--- config.mk ---
export PLATFORM = sky130hd
export DESIGN_NAME = product_accumulator
export DESIGN_NICKNAME = d
export VERILOG_FILES = /design/src/rtl/product_accumulator.sv
export SDC_FILE = /design/constraint.sdc
export NUM_CORES = 1
export LEC_CHECK = 0
export CAP_MARGIN = 5
export CORE_AREA = 2 2 60 62
export CTS_BUF_LIST = sky130_fd_sc_hd__clkbuf_8
export DETAILED_ROUTE_END_ITERATION = 7
export DIE_AREA = 0 0 62 64
export GPL_TIMING_DRIVEN = 0
export HOLD_SLACK_MARGIN = 0.02
export MAX_ROUTING_LAYER = met4
export PLACE_DENSITY_LB_ADDON = 0.12
export SETUP_SLACK_MARGIN = 0.05
export SLEW_MARGIN = 20
export SYNTH_ARGS = -nofsm -noshare
export SYNTH_HDL_FRONTEND = slang
export SYNTH_SLANG_ARGS = --single-unit
--- constraint.sdc ---
create_clock -name clk -period 2 [get_ports clk]
set_input_delay 0.3 -clock clk [delete_from_list [all_inputs] [get_ports clk]]
set_output_delay 0.3 -clock clk [all_outputs]
set_load 0.05 [all_outputs]
--- src/rtl/product_accumulator.sv ---
// product_accumulator
//   Sums a stream of unsigned PW-bit products into an AW-bit accumulator.
//   When the beat flagged last is accepted, it registers the group result
//   (sum modulo 2^AW, saturating beat count, sticky overflow) and presents it
//   on an output valid/ready handshake. While a result is pending, no input
//   is accepted.
//
// Ports
//   clk        system clock, rising edge
//   rst        synchronous active-high reset
//   in_valid   upstream product valid
//   in_ready   block accepts a product this cycle (depends on state and rst only)
//   in_p       product value, unsigned, PW bits
//   in_last    final product of the current group, qualified by in_valid
//   out_valid  group result available
//   out_ready  downstream accepts the result
//   out_sum    accumulated sum modulo 2^AW
//   out_count  number of products in the group (saturates at 2^CW-1)
//   out_ovf    sum exceeded 2^AW-1 at some point during the group
module product_accumulator #(
  parameter int PW = 4,
  parameter int AW = 8,
  parameter int CW = 8
) (
  input  logic          clk,
  input  logic          rst,
  input  logic          in_valid,
  output logic          in_ready,
  input  logic [PW-1:0] in_p,
  input  logic          in_last,
  output logic          out_valid,
  input  logic          out_ready,
  output logic [AW-1:0] out_sum,
  output logic [CW-1:0] out_count,
  output logic          out_ovf
);

  typedef enum logic [0:0] {
    ACC  = 1'b0,
    HOLD = 1'b1
  } state_t;

  state_t        state_reg, state_next;
  logic [AW-1:0] acc_reg, acc_next;
  logic [CW-1:0] count_reg, count_next;
  logic          ovf_reg, ovf_next;
  logic [AW-1:0] out_sum_reg, out_sum_next;
  logic [CW-1:0] out_count_reg, out_count_next;
  logic          out_ovf_reg, out_ovf_next;

  // Product zero-extended to AW+1 bits so the top bit of the add is the carry.
  logic [AW:0]   in_p_ext;
  logic [AW:0]   sum_wide;
  logic [CW-1:0] count_inc;
  logic          accept;

  for (genvar gi = 0; gi <= AW; gi++) begin : g_ext
    if (gi < PW) begin : g_bit
      assign in_p_ext[gi] = in_p[gi];
    end else begin : g_zero
      assign in_p_ext[gi] = 1'b0;
    end
  end

  assign sum_wide  = {1'b0, acc_reg} + in_p_ext;
  assign count_inc = (count_reg == {CW{1'b1}}) ? count_reg : count_reg + 1'b1;

  // in_ready is a pure function of state and rst; out_ready never reaches it.
  assign in_ready  = (state_reg == ACC) && !rst;
  assign accept    = in_valid && in_ready;
  assign out_valid = (state_reg == HOLD);
  assign out_sum   = out_sum_reg;
  assign out_count = out_count_reg;
  assign out_ovf   = out_ovf_reg;

  always_comb begin
    state_next     = state_reg;
    acc_next       = acc_reg;
    count_next     = count_reg;
    ovf_next       = ovf_reg;
    out_sum_next   = out_sum_reg;
    out_count_next = out_count_reg;
    out_ovf_next   = out_ovf_reg;
    case (state_reg)
      ACC: begin
        if (accept) begin
          acc_next   = sum_wide[AW-1:0];
          ovf_next   = ovf_reg | sum_wide[AW];
          count_next = count_inc;
          if (in_last) begin
            // Result registers take the post-accept values of this beat.
            out_sum_next   = sum_wide[AW-1:0];
            out_count_next = count_inc;
            out_ovf_next   = ovf_reg | sum_wide[AW];
            state_next     = HOLD;
          end
        end
      end
      HOLD: begin
        if (out_ready) begin
          acc_next   = '0;
          count_next = '0;
          ovf_next   = 1'b0;
          state_next = ACC;
        end
      end
      default: state_next = ACC;
    endcase
  end

  always_ff @(posedge clk) begin
    if (rst) begin
      state_reg     <= ACC;
      acc_reg       <= '0;
      count_reg     <= '0;
      ovf_reg       <= 1'b0;
      out_sum_reg   <= '0;
      out_count_reg <= '0;
      out_ovf_reg   <= 1'b0;
    end else begin
      state_reg     <= state_next;
      acc_reg       <= acc_next;
      count_reg     <= count_next;
      ovf_reg       <= ovf_next;
      out_sum_reg   <= out_sum_next;
      out_count_reg <= out_count_next;
      out_ovf_reg   <= out_ovf_next;
    end
  end

endmodule

==> impl_metrics.py, run 1 <==
metrics = {
    "outcome": {
        "status": "finished, final reports clean",
    },
    "grt": {
        "grt_pass1_wl_mm": 7.09,
        "met1_usage_pct": 34.9,
        "grt_max_degree": 17,
        "groute.usage.overall_pct": 24.6,
        "grt_overflow": 0,
        "antenna_found_initial": 0,
        "grt_use_met3_pct": 5.87,
        "grt_pass1_vias": 1503,
        "grt.busiest_layer": "met1",
        "grt_use_met2_pct": 34.4,
    },
    "sta": {
        "timing.final.crit_share_pct": 96.7,
        "tightest_slew_ns": 0.577,
        "hold_violations": 0,
        "relSlewSlack_pct": 61.6,
        "clock_skew_ns": 0.00693,
        "rsz0062_at_grt": "true",
        "period_minus_slack_ns": 1.93,
        "finalSetupViolCount": 0,
        "slew_violations": 0,
        "fmax_ghz": 0.517,
    },
    "synth": {
        "netlist_top_cells_area": "dfxtp_1 (40%), a21oi_1 (5.1%), nor2_1 (4.5%)",
        "synth_top_family_by_area": "compound AO/OA/AOI/OAI gates",
        "synth_edf_count": 0,
        "syn_nets": 220,
        "synth.distinct_cells": 46,
        "async_flop_share_pct": 0,
        "synthCells": 205,
        "ys_seq_area_share_pct": 39.7,
        "synth-xor-area-share_pct": 1.98,
        "synthFlopType": "dfxtp_1",
        "synth_compound_area_share_pct": 23.8,
        "yosysTopAreaCell": "dfxtp_1",
        "synth_warnings": 0,
        "syn_area_um2": 1770,
        "synth-seq-cells": 35,
        "netlist.area_leader.share_pct": 39.7,
        "synthMuxAreaShare_pct": 2.27,
        "yosys.area_share.simple_pct": 21.5,
        "syn_avg_cell_area_um2": 8.61,
        "synth_adder_area_share_pct": 4.68,
    },
    "placement": {
        "hpwl_mm": 3.04,
        "io_buffer_count": 26,
        "dp_cells": 277,
        "finalWeightedCongestion": 0.898,
    },
    "clock_network": {
        "clockBufferDepth": 2,
        "h-tree-depth": 2,
        "cts_hold_buffers": 0,
        "cts_tree": "yes",
        "clock_sinks": 35,
        "numCtsBuffers": 5,
        "cts-root-buf": "clkbuf_8",
        "clock_latency_ns": 0.30,
        "clk_pin_slew_worst_paths_ns": 0.07,
    },
    "route": {
        "drc": 0,
        "wl_per_cell_um": 15.1,
        "ant_nets": 0,
        "via_count": 1688,
        "drt_wl_total_mm": 4.36,
        "vias_per_cell": 5.86,
        "drt-initial-drc-count": 101,
        "drt_first_pass_iters": 4,
    },
    "setup_path": {
        "endpoint_kind": "register",
        "critPathLaunchType": "input port",
        "cp.arrival_ns": 2.13,
        "cp.required_ns": 2.20,
        "critical_path_class": "in2reg",
        "cp_max_fo": 6,
    },
    "floorplanning": {
        "die_x_um": 62,
        "core_area_um2": 3280,
        "dieArea_um2": 3970,
        "ios": 28,
        "core.rowCount": 21,
        "dieHeight_um": 64,
        "initial_core_util_pct": 53.8,
    },
    "final_layout": {
        "layout_common_cells": "dfxtp_1 (35), clkdlybuf4s50_1 (25), nor2_1 (20)",
        "area_delta_synth_final_pct": 24.8,
        "insertedDiodeCount": 0,
        "final_util_pct": 67.1,
        "n_fill_cell": 287,
        "final_common_cell": "dfxtp_1",
        "final_cells": 288,
        "drive_gt1_share_pct": 12.4,
        "fin_nets": 256,
    },
    "hold_path": {
        "hold_class": "in2reg",
    },
    "pwr": {
        "p_per_area_nw_per_um2": 721,
        "p_leak_nw": 0.821,
        "ir_drop_mv": 0.558,
    },
    "run": {
        "maxCapViolations": 0,
    },
}
-- layer usage --
metal | share of wire (%) | wire [µm]
met4 | 1.6 | 71
met2 | 44 | 1920
met1 | 48 | 2110
met3 | 5.9 | 257
met5 | 0 | 0
-- layout make-up --
type	count	area (µm²)	share of cell area [%]
tap	46	57.6	2.61
buffer	12	83.8	3.80
clock inverter	3	15.0	0.681
multi-input combinational	152	970	44.0
inverter	5	18.8	0.852
sequential	35	701	31.8
clock buffer	5	68.8	3.12
timing repair buffer	30	289	13.1
-- kinds of logic after synthesis --
kind of cell / after synthesis
compound gates: 65
xor+xnor: 4
fa+ha+maj: 6
buf+inv: 18
flops: 35
mux: 4
simple gates: 73
-- cells in the mapped netlist, types with 2 or more instances --
master,instances
dfxtp_1,35
nor2_1,21
a21oi_1,18
nand2_1,14
nand3_1,11
a211oi_1,10
o21ai_0,10
buf_2,7
nor3_1,7
ha_1,5
o211ai_1,5
buf_6,4
inv_1,4
mux2i_1,4
nand4_1,4
xnor2_1,4
a21o_1,3
a31oi_1,3
and3_1,3
o21ai_1,3
a22o_1,2
and4_1,2
o2bb2ai_1,2
o31ai_1,2
-- worst max-delay path, cell delays in order --
cell and delay (ns):
clkdlybuf4s50_1 0.47, ha_1 0.35, a211oi_1 0.35, o21bai_2 0.20
and4_1 0.22, nor4_1 0.23
-- repair_timing --
| item | CTS | global route |
|---|---|---|
| setup endpoints to repair | 5 | 5 |
| pin swaps | 3 | 1 |
| buffers inserted | 3 | 1 |
| resized for setup | 3 | 2 |
| hold endpoints to repair | 0 | 0 |
-- worst paths after layout --
path	from	cells past startpoint	endpoint	slack [ns]
worst min register to register	out_count[7]	2	out_count[7]	0.45
worst max-delay path	in_p[1]	6	out_sum[5]	0.07
worst max register to register	acc_reg[0]	6	acc_reg[4]	0.20
worst min-delay path	rst	2	out_count[3]	0.38
-- through the flow --
stage	hold WS, ns	area (µm²)	setup TNS [ns]	power, mW	setup slack, ns
after global placement	0.443	2080	-1.65	1.08	-0.377
after floorplan	0.436	1770	0	0.991	0.131
final	0.380	2200	0	1.59	0.0669
after global routing	0.419	2200	0	1.66	0.00832
after detailed placement	0.447	2080	-1.90	1.08	-0.391
after CTS	0.388	2190	0	1.58	0.0498
-- where the power goes --
part | total [mW] | switching (mW) | internal [mW] | leakage [nW]
combinational | 0.338 | 0.200 | 0.139 | 0.489
sequential | 0.753 | 0.0226 | 0.730 | 0.285
clock | 0.498 | 0.260 | 0.238 | 0.0477
total | 1.59 | 0.482 | 1.11 | 0.821
No activity file was read; power rests on OpenSTA's default activity.
==> inputs of run 2 (changes only) <==
- CORE_AREA: 2 2 60 62 -> 2 2 63 59
- DIE_AREA: 0 0 62 64 -> 0 0 65 61
==> impl_metrics.py, run 2 (synthesis results as in run 1) <==
metrics = {
    "route": {
        "ant_nets": 0,
        "drt_first_pass_iters": 4,
        "drt_wl_total_mm": 4.53,
        "drc": 0,
        "vias_per_cell": 5.98,
        "wl_per_cell_um": 15.9,
        "via_count": 1705,
        "drt-initial-drc-count": 145,
    },
    "clock_network": {
        "numCtsBuffers": 5,
        "h-tree-depth": 2,
        "clockBufferDepth": 2,
        "cts_hold_buffers": 0,
        "cts_tree": "yes",
        "clock_sinks": 35,
        "clock_latency_ns": 0.29,
        "clk_pin_slew_worst_paths_ns": 0.07,
        "cts-root-buf": "clkbuf_8",
    },
    "sta": {
        "finalSetupViolCount": 0,
        "fmax_ghz": 0.519,
        "relSlewSlack_pct": 60.1,
        "period_minus_slack_ns": 1.93,
        "hold_violations": 0,
        "fin_ws_ns": 0.0719,
        "rsz0062_at_grt": "false",
        "tightest_slew_ns": 0.599,
        "clock_skew_ns": 0.00365,
        "timing.final.crit_share_pct": 96.4,
        "slew_violations": 0,
    },
    "floorplanning": {
        "dieArea_um2": 3970,
        "die_x_um": 65,
        "core_area_um2": 3280,
        "initial_core_util_pct": 53.9,
        "ios": 28,
        "core.rowCount": 20,
        "dieHeight_um": 61,
    },
    "grt": {
        "grt_pass1_vias": 1527,
        "grt_pass1_wl_mm": 7.13,
        "grt_overflow": 0,
        "grt_max_degree": 17,
        "groute.usage.overall_pct": 24.9,
        "antenna_found_initial": 0,
    },
    "final_layout": {
        "layout_common_cells": "dfxtp_1 (35), clkdlybuf4s50_1 (25), nor2_1 (21)",
        "insertedDiodeCount": 0,
        "fin_nets": 255,
        "final_cells": 285,
        "register_area_um2": 701,
        "drive_gt1_share_pct": 12.4,
        "multi_input_area_um2": 982,
        "n_fill_cell": 285,
        "final_common_cell": "dfxtp_1",
        "area_delta_synth_final_pct": 25.9,
    },
    "pwr": {
        "ir_drop_mv": 0.369,
        "totalPowerFinal_mw": 1.65,
        "p_leak_nw": 0.827,
        "p_per_area_nw_per_um2": 744,
    },
    "setup_path": {
        "cp_top_family": "compound AO/OA/AOI/OAI gates",
        "cp.required_ns": 2.17,
        "crit_chain": "clkdlybuf4s50_1 -> ha_2 -> fa_2 -> a21o_1 -> a21o_1 -> nor3b_2 -> a311o_1",
        "cp_max_fo": 3,
        "endpoint_kind": "register",
        "cpPeakStageDelay_ns": 0.41,
        "cp.arrival_ns": 2.10,
        "critical_path_class": "in2reg",
        "critPathLaunchType": "input port",
        "slowest_stage": "clkdlybuf4s50_1",
        "path_common_cell": "a21o_1",
        "worst-path-buf-inv": 1,
    },
    "outcome": {
        "status": "finished, final reports clean",
    },
    "run": {
        "maxCapViolations": 0,
    },
    "placement": {
        "dpl_worst_slack_ns": -0.396,
        "dp_cells": 275,
        "hpwl_mm": 3.07,
        "finalWeightedCongestion": 0.880,
        "io_buffer_count": 26,
    },
    "hold_path": {
        "hold_class": "in2reg",
    },
}
[run 2: report_power, final]
group	switching, mW	internal, mW	leakage [nW]
Combinational	0.205	0.140	0.487
Sequential	0.0224	0.730	0.285
Clock	0.246	0.309	0.0557
Total	0.473	1.18	0.827
[run 2: through the flow]
step	setup TNS, ns	hold slack, ns	cell area, µm²	util, %
floorplan	0	0.436	1770	-
global placement	-1.62	0.442	2080	63.5
detailed placement	-1.87	0.446	2080	63.5
CTS	0	0.391	2200	67.0
global route	0	0.389	2220	67.8
finish	0	0.390	2220	67.8
[run 2: worst register-to-register path: stages, from the launching register on]
cell and delay [ns]:
dfxtp_1 0.46, ha_1 0.30, nand3_1 0.21, nor2_1 0.38
a21oi_1 0.17, a211oi_1 0.24
[run 2: metal layers]
metal,wire (µm),up-vias,track usage [%]
met5,0,-,-
met4,60,0,6.69
met3,351,8,6.12
met2,2080,77,40.2
met1,2030,793,31.3
li1,-,827,-
[run 2: layout make-up]
type | instances | share of cell area, %
repair buffers | 29 | 12.7
plain buffers | 12 | 3.77
clock inverters | 1 | 0.169
multi-input cells | 152 | 44.2
flip-flops and latches | 35 | 31.5
clock buffers | 7 | 4.34
inverters | 5 | 0.845
well taps | 44 | 2.48
[run 2: final timing paths]
check          startpoint           end  slack (ns)  depth (start not counted)
max               in_p[0]    acc_reg[4]        0.07                          7
min                   rst  count_reg[3]        0.39                          2
max reg2reg  count_reg[0]  count_reg[0]        0.15                          5
min reg2reg  out_count[7]  out_count[7]        0.45                          2
[run 2: repair_timing]
action	in CTS	in global routing
gates resized for setup	3	4
setup endpoints to repair	5	5
setup buffers	2	1
pin swaps	2	5
